**src/rtl/ysyx_24110006_mem_arb.sv**
```systemverilog
// ---------------------------------------------------------------------------
// ysyx_24110006_mem_arb
//
// Two-master / one-slave memory arbiter. The instruction fetch unit (IFU,
// read-only) and the load/store unit (LSU) share the single core memory port.
// At most one transaction is outstanding. A three-state sequencer handles it:
//   IDLE : pick a master, accept its request, and latch the request fields.
//   REQ  : present the latched request until the slave takes it.
//   RESP : wait for the slave response and route it to the granted master.
//
// Handshake rules (all interfaces):
//   A request transfers on a cycle where valid && ready are both high at the
//   rising edge of i_clock. A requester may drop valid without having seen
//   ready; the arbiter then ignores that request. Responses have no
//   back-pressure. o_ifu_rvalid and o_lsu_rvalid are one-cycle strobes that
//   the master must consume. rdata and err are meaningful only while the
//   matching rvalid is high.
//
// Timing: accept at t, o_mem_valid at t+1, earliest response at t+2, and the
// next accept at t+3 at the earliest.
//
// Pipeline flush: i_flush while an IFU transaction is in REQ or RESP marks
// the transaction as dropped. The bus transaction still completes, and the
// response is consumed, but it is not delivered to the IFU. i_flush has no
// effect in IDLE and no effect on LSU transactions.
//
// Optional build macro:
//   MEM_ARB_RR_EN  round-robin grant between the masters. When it is
//                  undefined, the LSU has fixed priority over the IFU.
//
// Ports:
//   i_clock, i_reset             clock; synchronous active-low reset
//   i_ifu_*, o_ifu_*             IFU request and response
//   i_lsu_*, o_lsu_*             LSU request and response
//   i_flush                      pipeline redirect (cancels the IFU response)
//   o_mem_*, i_mem_*             downstream port toward the bus bridge
//   o_busy                       high whenever the sequencer is not in IDLE
//   o_dbg_state                  current sequencer state (0 IDLE, 1 REQ, 2 RESP)
// ---------------------------------------------------------------------------
module ysyx_24110006_mem_arb #(
  parameter int ADDR_W = 32,
  parameter int DATA_W = 32
) (
  input  logic                  i_clock,
  input  logic                  i_reset,

  input  logic                  i_ifu_valid,
  input  logic [ADDR_W-1:0]     i_ifu_addr,
  output logic                  o_ifu_ready,
  output logic                  o_ifu_rvalid,
  output logic [DATA_W-1:0]     o_ifu_rdata,
  output logic                  o_ifu_err,

  input  logic                  i_lsu_valid,
  input  logic [ADDR_W-1:0]     i_lsu_addr,
  input  logic                  i_lsu_wen,
  input  logic [DATA_W-1:0]     i_lsu_wdata,
  input  logic [DATA_W/8-1:0]   i_lsu_wmask,
  output logic                  o_lsu_ready,
  output logic                  o_lsu_rvalid,
  output logic [DATA_W-1:0]     o_lsu_rdata,
  output logic                  o_lsu_err,

  input  logic                  i_flush,

  output logic                  o_mem_valid,
  input  logic                  i_mem_ready,
  output logic [ADDR_W-1:0]     o_mem_addr,
  output logic                  o_mem_wen,
  output logic [DATA_W-1:0]     o_mem_wdata,
  output logic [DATA_W/8-1:0]   o_mem_wmask,
  input  logic                  i_mem_rvalid,
  output logic                  o_mem_rready,
  input  logic [DATA_W-1:0]     i_mem_rdata,
  input  logic                  i_mem_err,

  output logic                  o_busy,
  output logic [1:0]            o_dbg_state
);

  typedef enum logic [1:0] {
    S_IDLE = 2'd0,
    S_REQ  = 2'd1,
    S_RESP = 2'd2
  } state_t;

  localparam logic GRANT_IFU = 1'b0;
  localparam logic GRANT_LSU = 1'b1;

  state_t state_q;
  logic   grant_q;   // master that owns the in-flight transaction
  logic   drop_q;    // IFU response must not be delivered (flushed)

`ifdef MEM_ARB_RR_EN
  logic   last_q;    // master granted at the most recent accept
`endif

  logic   pick_lsu;
  logic   pick_ifu;
  logic   in_idle;
  logic   accept;
  logic   resp_fire;

  // Grant selection. This only matters while the sequencer is in IDLE.
  always_comb begin
    pick_lsu = 1'b0;
    pick_ifu = 1'b0;
`ifdef MEM_ARB_RR_EN
    if (i_lsu_valid && i_ifu_valid) begin
      // Under contention, the master that was not served last wins.
      pick_lsu = (last_q == GRANT_IFU);
      pick_ifu = (last_q == GRANT_LSU);
    end else begin
      pick_lsu = i_lsu_valid;
      pick_ifu = i_ifu_valid;
    end
`else
    pick_lsu = i_lsu_valid;
    pick_ifu = i_ifu_valid && !i_lsu_valid;
`endif
  end

  // Every combinational strobe is qualified with i_reset, so nothing
  // handshakes during a cycle that will be discarded by reset anyway.
  assign in_idle      = i_reset && (state_q == S_IDLE);
  assign o_lsu_ready  = in_idle && pick_lsu;
  assign o_ifu_ready  = in_idle && pick_ifu;
  assign accept       = o_lsu_ready || o_ifu_ready;

  assign o_mem_rready = i_reset && (state_q == S_RESP);
  assign resp_fire    = o_mem_rready && i_mem_rvalid;

  // A flush that arrives in the same cycle as the response also cancels
  // delivery. Without this, that response would slip through before drop_q
  // could register the flush.
  assign o_ifu_rvalid = resp_fire && (grant_q == GRANT_IFU) && !drop_q && !i_flush;
  assign o_lsu_rvalid = resp_fire && (grant_q == GRANT_LSU);

  assign o_ifu_rdata  = i_mem_rdata;
  assign o_ifu_err    = i_mem_err;
  assign o_lsu_rdata  = i_mem_rdata;
  assign o_lsu_err    = i_mem_err;

  assign o_dbg_state  = state_q;

  always_ff @(posedge i_clock) begin
    if (!i_reset) begin
      state_q     <= S_IDLE;
      grant_q     <= GRANT_IFU;
      drop_q      <= 1'b0;
      o_mem_valid <= 1'b0;
      o_mem_addr  <= '0;
      o_mem_wen   <= 1'b0;
      o_mem_wdata <= '0;
      o_mem_wmask <= '0;
      o_busy      <= 1'b0;
`ifdef MEM_ARB_RR_EN
      last_q      <= GRANT_IFU;
`endif
    end else begin
      case (state_q)
        S_IDLE: begin
          if (accept) begin
            state_q     <= S_REQ;
            o_mem_valid <= 1'b1;
            o_busy      <= 1'b1;
            drop_q      <= 1'b0;
            if (pick_lsu) begin
              grant_q     <= GRANT_LSU;
              o_mem_addr  <= i_lsu_addr;
              o_mem_wen   <= i_lsu_wen;
              o_mem_wdata <= i_lsu_wdata;
              // Loads carry no byte strobes downstream.
              o_mem_wmask <= i_lsu_wen ? i_lsu_wmask : '0;
            end else begin
              grant_q     <= GRANT_IFU;
              o_mem_addr  <= i_ifu_addr;
              o_mem_wen   <= 1'b0;
              o_mem_wdata <= '0;
              o_mem_wmask <= '0;
            end
`ifdef MEM_ARB_RR_EN
            last_q <= pick_lsu ? GRANT_LSU : GRANT_IFU;
`endif
          end
        end

        S_REQ: begin
          if (i_flush && (grant_q == GRANT_IFU)) begin
            drop_q <= 1'b1;
          end
          // Any rvalid seen here is ignored: the slave may not respond
          // before it has accepted the request.
          if (i_mem_ready) begin
            state_q     <= S_RESP;
            o_mem_valid <= 1'b0;
          end
        end

        S_RESP: begin
          if (i_mem_rvalid) begin
            state_q <= S_IDLE;
            o_busy  <= 1'b0;
            drop_q  <= 1'b0;
          end else if (i_flush && (grant_q == GRANT_IFU)) begin
            drop_q <= 1'b1;
          end
        end

        default: begin
          state_q     <= S_IDLE;
          o_mem_valid <= 1'b0;
          o_busy      <= 1'b0;
          drop_q      <= 1'b0;
        end
      endcase
    end
  end

endmodule
```
**config.mk**
```make
export PLATFORM = sky130hd
export DESIGN_NAME = ysyx_24110006_mem_arb
export DESIGN_NICKNAME = d
export VERILOG_FILES = /design/src/rtl/ysyx_24110006_mem_arb.sv
export SDC_FILE = /design/constraint.sdc
export NUM_CORES = 1
export LEC_CHECK = 0
export CAP_MARGIN = 5
export CORE_AREA = 2 2 110 112
export DETAILED_ROUTE_END_ITERATION = 10
export DIE_AREA = 0 0 112 114
export PLACE_DENSITY = 0.87
export RECOVER_POWER = 50
export SLEW_MARGIN = 20
export SYNTH_ARGS = -nofsm -noshare
export SYNTH_HDL_FRONTEND = slang
export SYNTH_SLANG_ARGS = --single-unit
```
**constraint.sdc**
```tcl
create_clock -name i_clock -period 2.3 [get_ports i_clock]
set_clock_uncertainty 0.15 [all_clocks]
set_input_delay 0.345 -clock i_clock [delete_from_list [all_inputs] [get_ports i_clock]]
set_output_delay 0.345 -clock i_clock [all_outputs]
set_load 0.01 [all_outputs]
```
=== Word level (Yosys, flattened, before mapping) ===
Index checks and enable logic that the tools add are counted.

* Bits in registers: 75

* Equality and inequality tests: 5
* Mux-type cells: 19
* Bitwise logic cells: 3
* Reductions and logical operators: 20

{| class="wikitable"
|+ Operators with widths
! kind !! number
|-
| $mux 32 || 2
|-
| $logic_and 1x1->1 || 11
|-
| $pmux 1 s3 || 3
|-
| $reduce_and 3->1 || 3
|-
| $mux 1 || 8
|-
| $mux 4 || 2
|-
| $mux 2 || 3
|-
| $ne 2x2->1 const B || 3
|-
| $pmux 2 s3 || 1
|-
| $logic_not 1->1 || 3
|-
| $not 1->1 || 3
|-
| $eq 2x1->1 const B || 1
|-
| $eq 2x2->1 const B || 1
|-
| $logic_not 2->1 || 1
|-
| $reduce_and 2->1 || 1
|-
| $logic_or 1x1->1 || 1
|}

=== Depth between registers and ports, before layout ===
* Depth after elaboration: 6
* Gate-level depth with buffers: 8
* Mapped depth without buffers: 6

=== Worst setup path before layout ===
OpenSTA, ideal clock, no wires.

* Kind: reg2reg
* Start point: register state_q[0], in the netlist o_dbg_state[0]
* End point: register o_mem_wdata[0]
* Data arrival time: 1.535 ns
* Data required time: 2.033 ns
* Slack: 0.499 ns
* Stages on the path, launching flop included: 8
* Path buffers: 3
* Path through: dfxtp_1 inv_1 ha_1 buf_4 and3_1 buf_2 buf_2 a22o_1

* Longest elaborated chain between the ends: 5
* Elaborated cells between the ends (all ways): 6
* Classes of those cells: 6 x reduce/logical

{| class="wikitable"
|+ Ends and longest elaborated chain
! what !! RTL line !! source
|-
| from (decl) || 90 || <nowiki>state_t state_q;</nowiki>
|-
| from (signal assigned) || 148 || <nowiki>state_q <= S_IDLE;</nowiki>
|-
| from (signal assigned) || 164 || <nowiki>state_q <= S_REQ;</nowiki>
|-
| from (signal assigned) || 195 || <nowiki>state_q <= S_RESP;</nowiki>
|-
| $logic_not 2->1 (*) || 125, 161 ||
|-
| $logic_and 1x1->1 || 125 || <nowiki>assign in_idle = i_reset && (state_q == S_IDLE);</nowiki>
|-
| $logic_and 1x1->1 (on tied branches) || 126, 127 ||
|-
| $logic_or 1x1->1 || 128 || <nowiki>assign accept = o_lsu_ready || o_ifu_ready;</nowiki>
|-
| $reduce_and 2->1 (no source line) (*) || n/a ||
|-
| to (signal assigned) || 172 || <nowiki>o_mem_wdata <= i_lsu_wdata;</nowiki>
|-
| to (decl) || 70 || <nowiki>output logic [DATA_W-1:0] o_mem_wdata,</nowiki>
|}

Mark *: on every way between the ends. The rest lies on a longest branch, timed or not.
A chain may end at the register's enable or synchronous reset.

=== Worst setup path after layout ===
* Start point: register state_q[0], in the netlist o_dbg_state[0]
* End point: output port o_lsu_rvalid

* Longest elaborated chain between the ends: 4

{| class="wikitable"
|+ Ends and longest elaborated chain
! what !! RTL line !! source
|-
| $eq 2x2->1 || 130 || <nowiki>assign o_mem_rready = i_reset && (state_q == S_RESP);</nowiki>
|-
| $logic_and 1x1->1 || 130 ||
|-
| $logic_and 1x1->1 || 131 || <nowiki>assign resp_fire = o_mem_rready && i_mem_rvalid;</nowiki>
|-
| $logic_and 1x1->1 || 137 || <nowiki>assign o_lsu_rvalid = resp_fire && (grant_q == GRANT_LSU);</nowiki>
|-
| to (decl) || 60 || <nowiki>output logic o_lsu_rvalid,</nowiki>
|}

Every way passes these cells.

==> flow_metrics.py <==
metrics = {
    "global_route": {
        "grt_busiest_layer": "met2",
        "met1_usage": 0.1805,
        "grt_pass1_wl_mm": 16.63,
        "use_met2": 0.2885,
        "antenna_found_initial": 0,
        "grt_max_degree": 65,
        "grt.total_usage": 0.1678,
        "grt-ovfl-total": 0,
        "grt_pass1_vias": 3121,
        "use_met3": 0.06801,
    },
    "clocking": {
        "cts.clk_slew.worst_paths_ns": 0.06,
        "cts_tree": "yes",
        "cts_buffer_depth": 2,
        "cts_root_buf": "clkbuf_16",
        "htreeDepth": 3,
        "cts.sinks": 75,
        "numCtsBuffers": 9,
        "holdBufCountCts": 0,
        "clk_latency_ns": 0.33,
    },
    "critical_path": {
        "path_class": "flip-flop to primary output",
        "critPathTopFamily": "buffers and inverters",
        "r2r_cells": 6,
        "worst_setup_path_start_kind": "flip-flop",
        "end_kind": "primary output",
        "r2r-start": "o_dbg_state[1]",
        "required_ns": 1.80,
        "cpPeakStageDelay_ns": 0.36,
        "crit_path_cell_trace": "inv_1 -> ha_2 -> and2_1 -> buf_4 -> and3_1 -> dlygate4sd2_1",
        "crit_start": "o_dbg_state[0]",
        "r2r_setup_slack_ns": 0.45,
        "worstPathMaxFanout": 4,
        "worst-path-buf-inv": 3,
        "worst_path_max_delay_cell": "dfxtp_2",
        "arrival_ns": 1.71,
        "r2r-end": "o_mem_wmask[3]",
    },
    "finish": {
        "final_common_cell": "clkdlybuf4s50_1",
        "final_cell_mix": "clkdlybuf4s50_1 (139), dfxtp_1 (74), nand2_1 (40), dlygate4sd3_1 (40), a22o_1 (33)",
        "final_core_util": 0.4550,
        "n_antenna_cell": 0,
        "area.growth.synth_to_final_pct": 50.28,
        "final_cell_area_sq_um": 5329,
        "drive_above_1_share": 0.07328,
        "nets": 604,
    },
    "drt": {
        "vias_per_cell": 4.843,
        "routed-via-count": 2959,
        "avgRoutedWirePerCell_microns": 17.86,
        "dr.first_iter.drc_count": 211,
        "first_pass_iters": 4,
        "wirelength_mm": 10.91,
        "ant_nets": 0,
        "drc_errors": 0,
    },
    "floorplan": {
        "die_y_microns": 114,
        "start_util": 0.3028,
        "rows": 40,
        "fp.coreArea_sq_um": 11710,
        "die_w_microns": 112,
        "io-pin-count": 285,
        "dieArea_sq_um": 12770,
    },
    "timing": {
        "relSlewSlack": 0.6439,
        "finalCriticalPeriod_ns": 2.203,
        "timing.final.ws_setup_ns": 0.09711,
        "tightestPinTransition_ns": 0.5342,
        "min_period_over_period": 0.9578,
        "finalSetupViolations": 0,
        "finalHoldViolCount": 0,
        "fmax_ghz": 0.4539,
        "slew_violations": 0,
    },
    "synth": {
        "syn_nets": 486,
        "seq_area_frac_synth": 0.4234,
        "syn_avg_cell_area_sq_um": 10.40,
        "yosys_most_used_dff": "dfxtp_1",
        "ys_async_sr_fraction": 0,
        "netlist_area_sq_um": 3546,
        "yosysWarnings": 0,
        "netlist_instances": 341,
        "synth-seq-cells": 75,
        "synth_cell_types": 31,
        "synth-edff-count": 0,
    },
    "power_and_ir_drop": {
        "p_leak_nw": 2.538,
        "p_per_area_nw_per_um2": 910.0,
        "ir_worst_vdd_mv": 0.3857,
    },
    "min_path": {
        "hold_start": "i_lsu_valid",
        "hold_end": "grant_q",
        "hp-class": "input pin to flip-flop",
        "whs_path_depth": 3,
    },
    "placement": {
        "place_area_sq_um": 5015,
        "dp_slack_ns": -0.1677,
        "place_congestion": 0.8249,
        "place_hpwl_mm": 8.445,
        "port_buffers": 185,
    },
    "flow_run": {
        "drv_cap": 0,
    },
    "status": {
        "status": "completed",
    },
}
[cells by family (layout without fill, tap and decap cells)]
family,Yosys count,in the layout,synth area share
simple gates,61,61,0.07763
flops,75,75,0.4234
mux,32,32,0.09033
buf+inv,91,214,0.1888
compound gates,78,78,0.2057
fa+ha+maj,4,4,0.01411
[layer usage]
metal | share of wire | up-vias
met4 | 0.024 | 0
met2 | 0.50 | 187
met1 | 0.38 | 1360
li1 | - | 1393
met3 | 0.10 | 19
met5 | 0 | -
[where the power goes]
part	switching [mW]	leakage [nW]	internal [mW]
clock	0.536	0.153	0.897
sequential	0.154	0.617	1.58
combinational	0.751	1.77	0.931
[layout make-up]
class                           instances  area [sq um]
Fill cell                            1089          6382
Tap cell                              147         183.9
Clock buffer                           12         256.5
Inverter                                2         7.507
Multi-Input combinational cell        175          1378
Clock inverter                          4         48.80
Timing Repair Buffer                  196          1952
Sequential cell                        75          1503
[stage by stage]
step | hold slack [ns] | power (mW) | TNS (ns) | std cells
2_1_floorplan | 0.2928 | 2.719 | 0 | 341
3_3_place_gp | 0.3041 | 3.448 | -0.2972 | 594
3_5_place_dp | 0.3095 | 3.499 | -0.4304 | 594
4_1_cts | 0.2493 | 4.969 | 0 | 610
5_1_grt | 0.3179 | 5.128 | -0.01354 | 611
6_report | 0.2664 | 4.849 | 0 | 611
[synth_stat cells (2+ instances only)]
library cell | count | share of area
dfxtp_1 | 75 | 0.42
buf_4 | 71 | 0.15
nand2_1 | 40 | 0.042
a22o_1 | 33 | 0.082
mux2i_1 | 32 | 0.090
o211a_1 | 32 | 0.090
buf_2 | 7 | 0.0099
buf_6 | 7 | 0.022
nor2_1 | 5 | 0.0053
a32o_1 | 4 | 0.011
clkbuf_1 | 4 | 0.0042
ha_1 | 4 | 0.014
nor2b_1 | 3 | 0.0053
and3_1 | 2 | 0.0035
inv_1 | 2 | 0.0021
nor3_1 | 2 | 0.0028
nor3b_1 | 2 | 0.0042
o21ai_0 | 2 | 0.0028
o221a_2 | 2 | 0.0064
[state kept, by name, summed over array words and instances, names as in the netlist]
register     cells
drop_q           1
grant_q          1
o_busy           1
o_dbg_state      2
o_mem_addr      32
o_mem_valid      1
o_mem_wdata     32
o_mem_wen        1
o_mem_wmask      4
[worst max path at each step]
stage                     slack [ns]  depth (start not counted)        endpoint
final                            0.1                          6    o_lsu_rvalid
after CTS                       0.02                          5    o_mem_rready
after global routing           -0.01                          6    o_ifu_rvalid
after detailed placement       -0.17                          5    o_ifu_rvalid
after global placement         -0.11                          5    o_ifu_rvalid
after floorplan                 0.50                          7  o_mem_wdata[0]
[worst register-to-register path: stages (launching register included)]
cell     delay (ns)
dfxtp_1        0.38
inv_1          0.10
ha_1           0.20
buf_4          0.17
and3_1         0.18
buf_4          0.25
a32o_1         0.31
[what timing repair did]
action / CTS / global route
setup endpoints to repair: 5 / 2
buffers inserted: 0 / 1
resized for setup: 6 / 1
No activity file was read; power rests on OpenSTA's default activity.
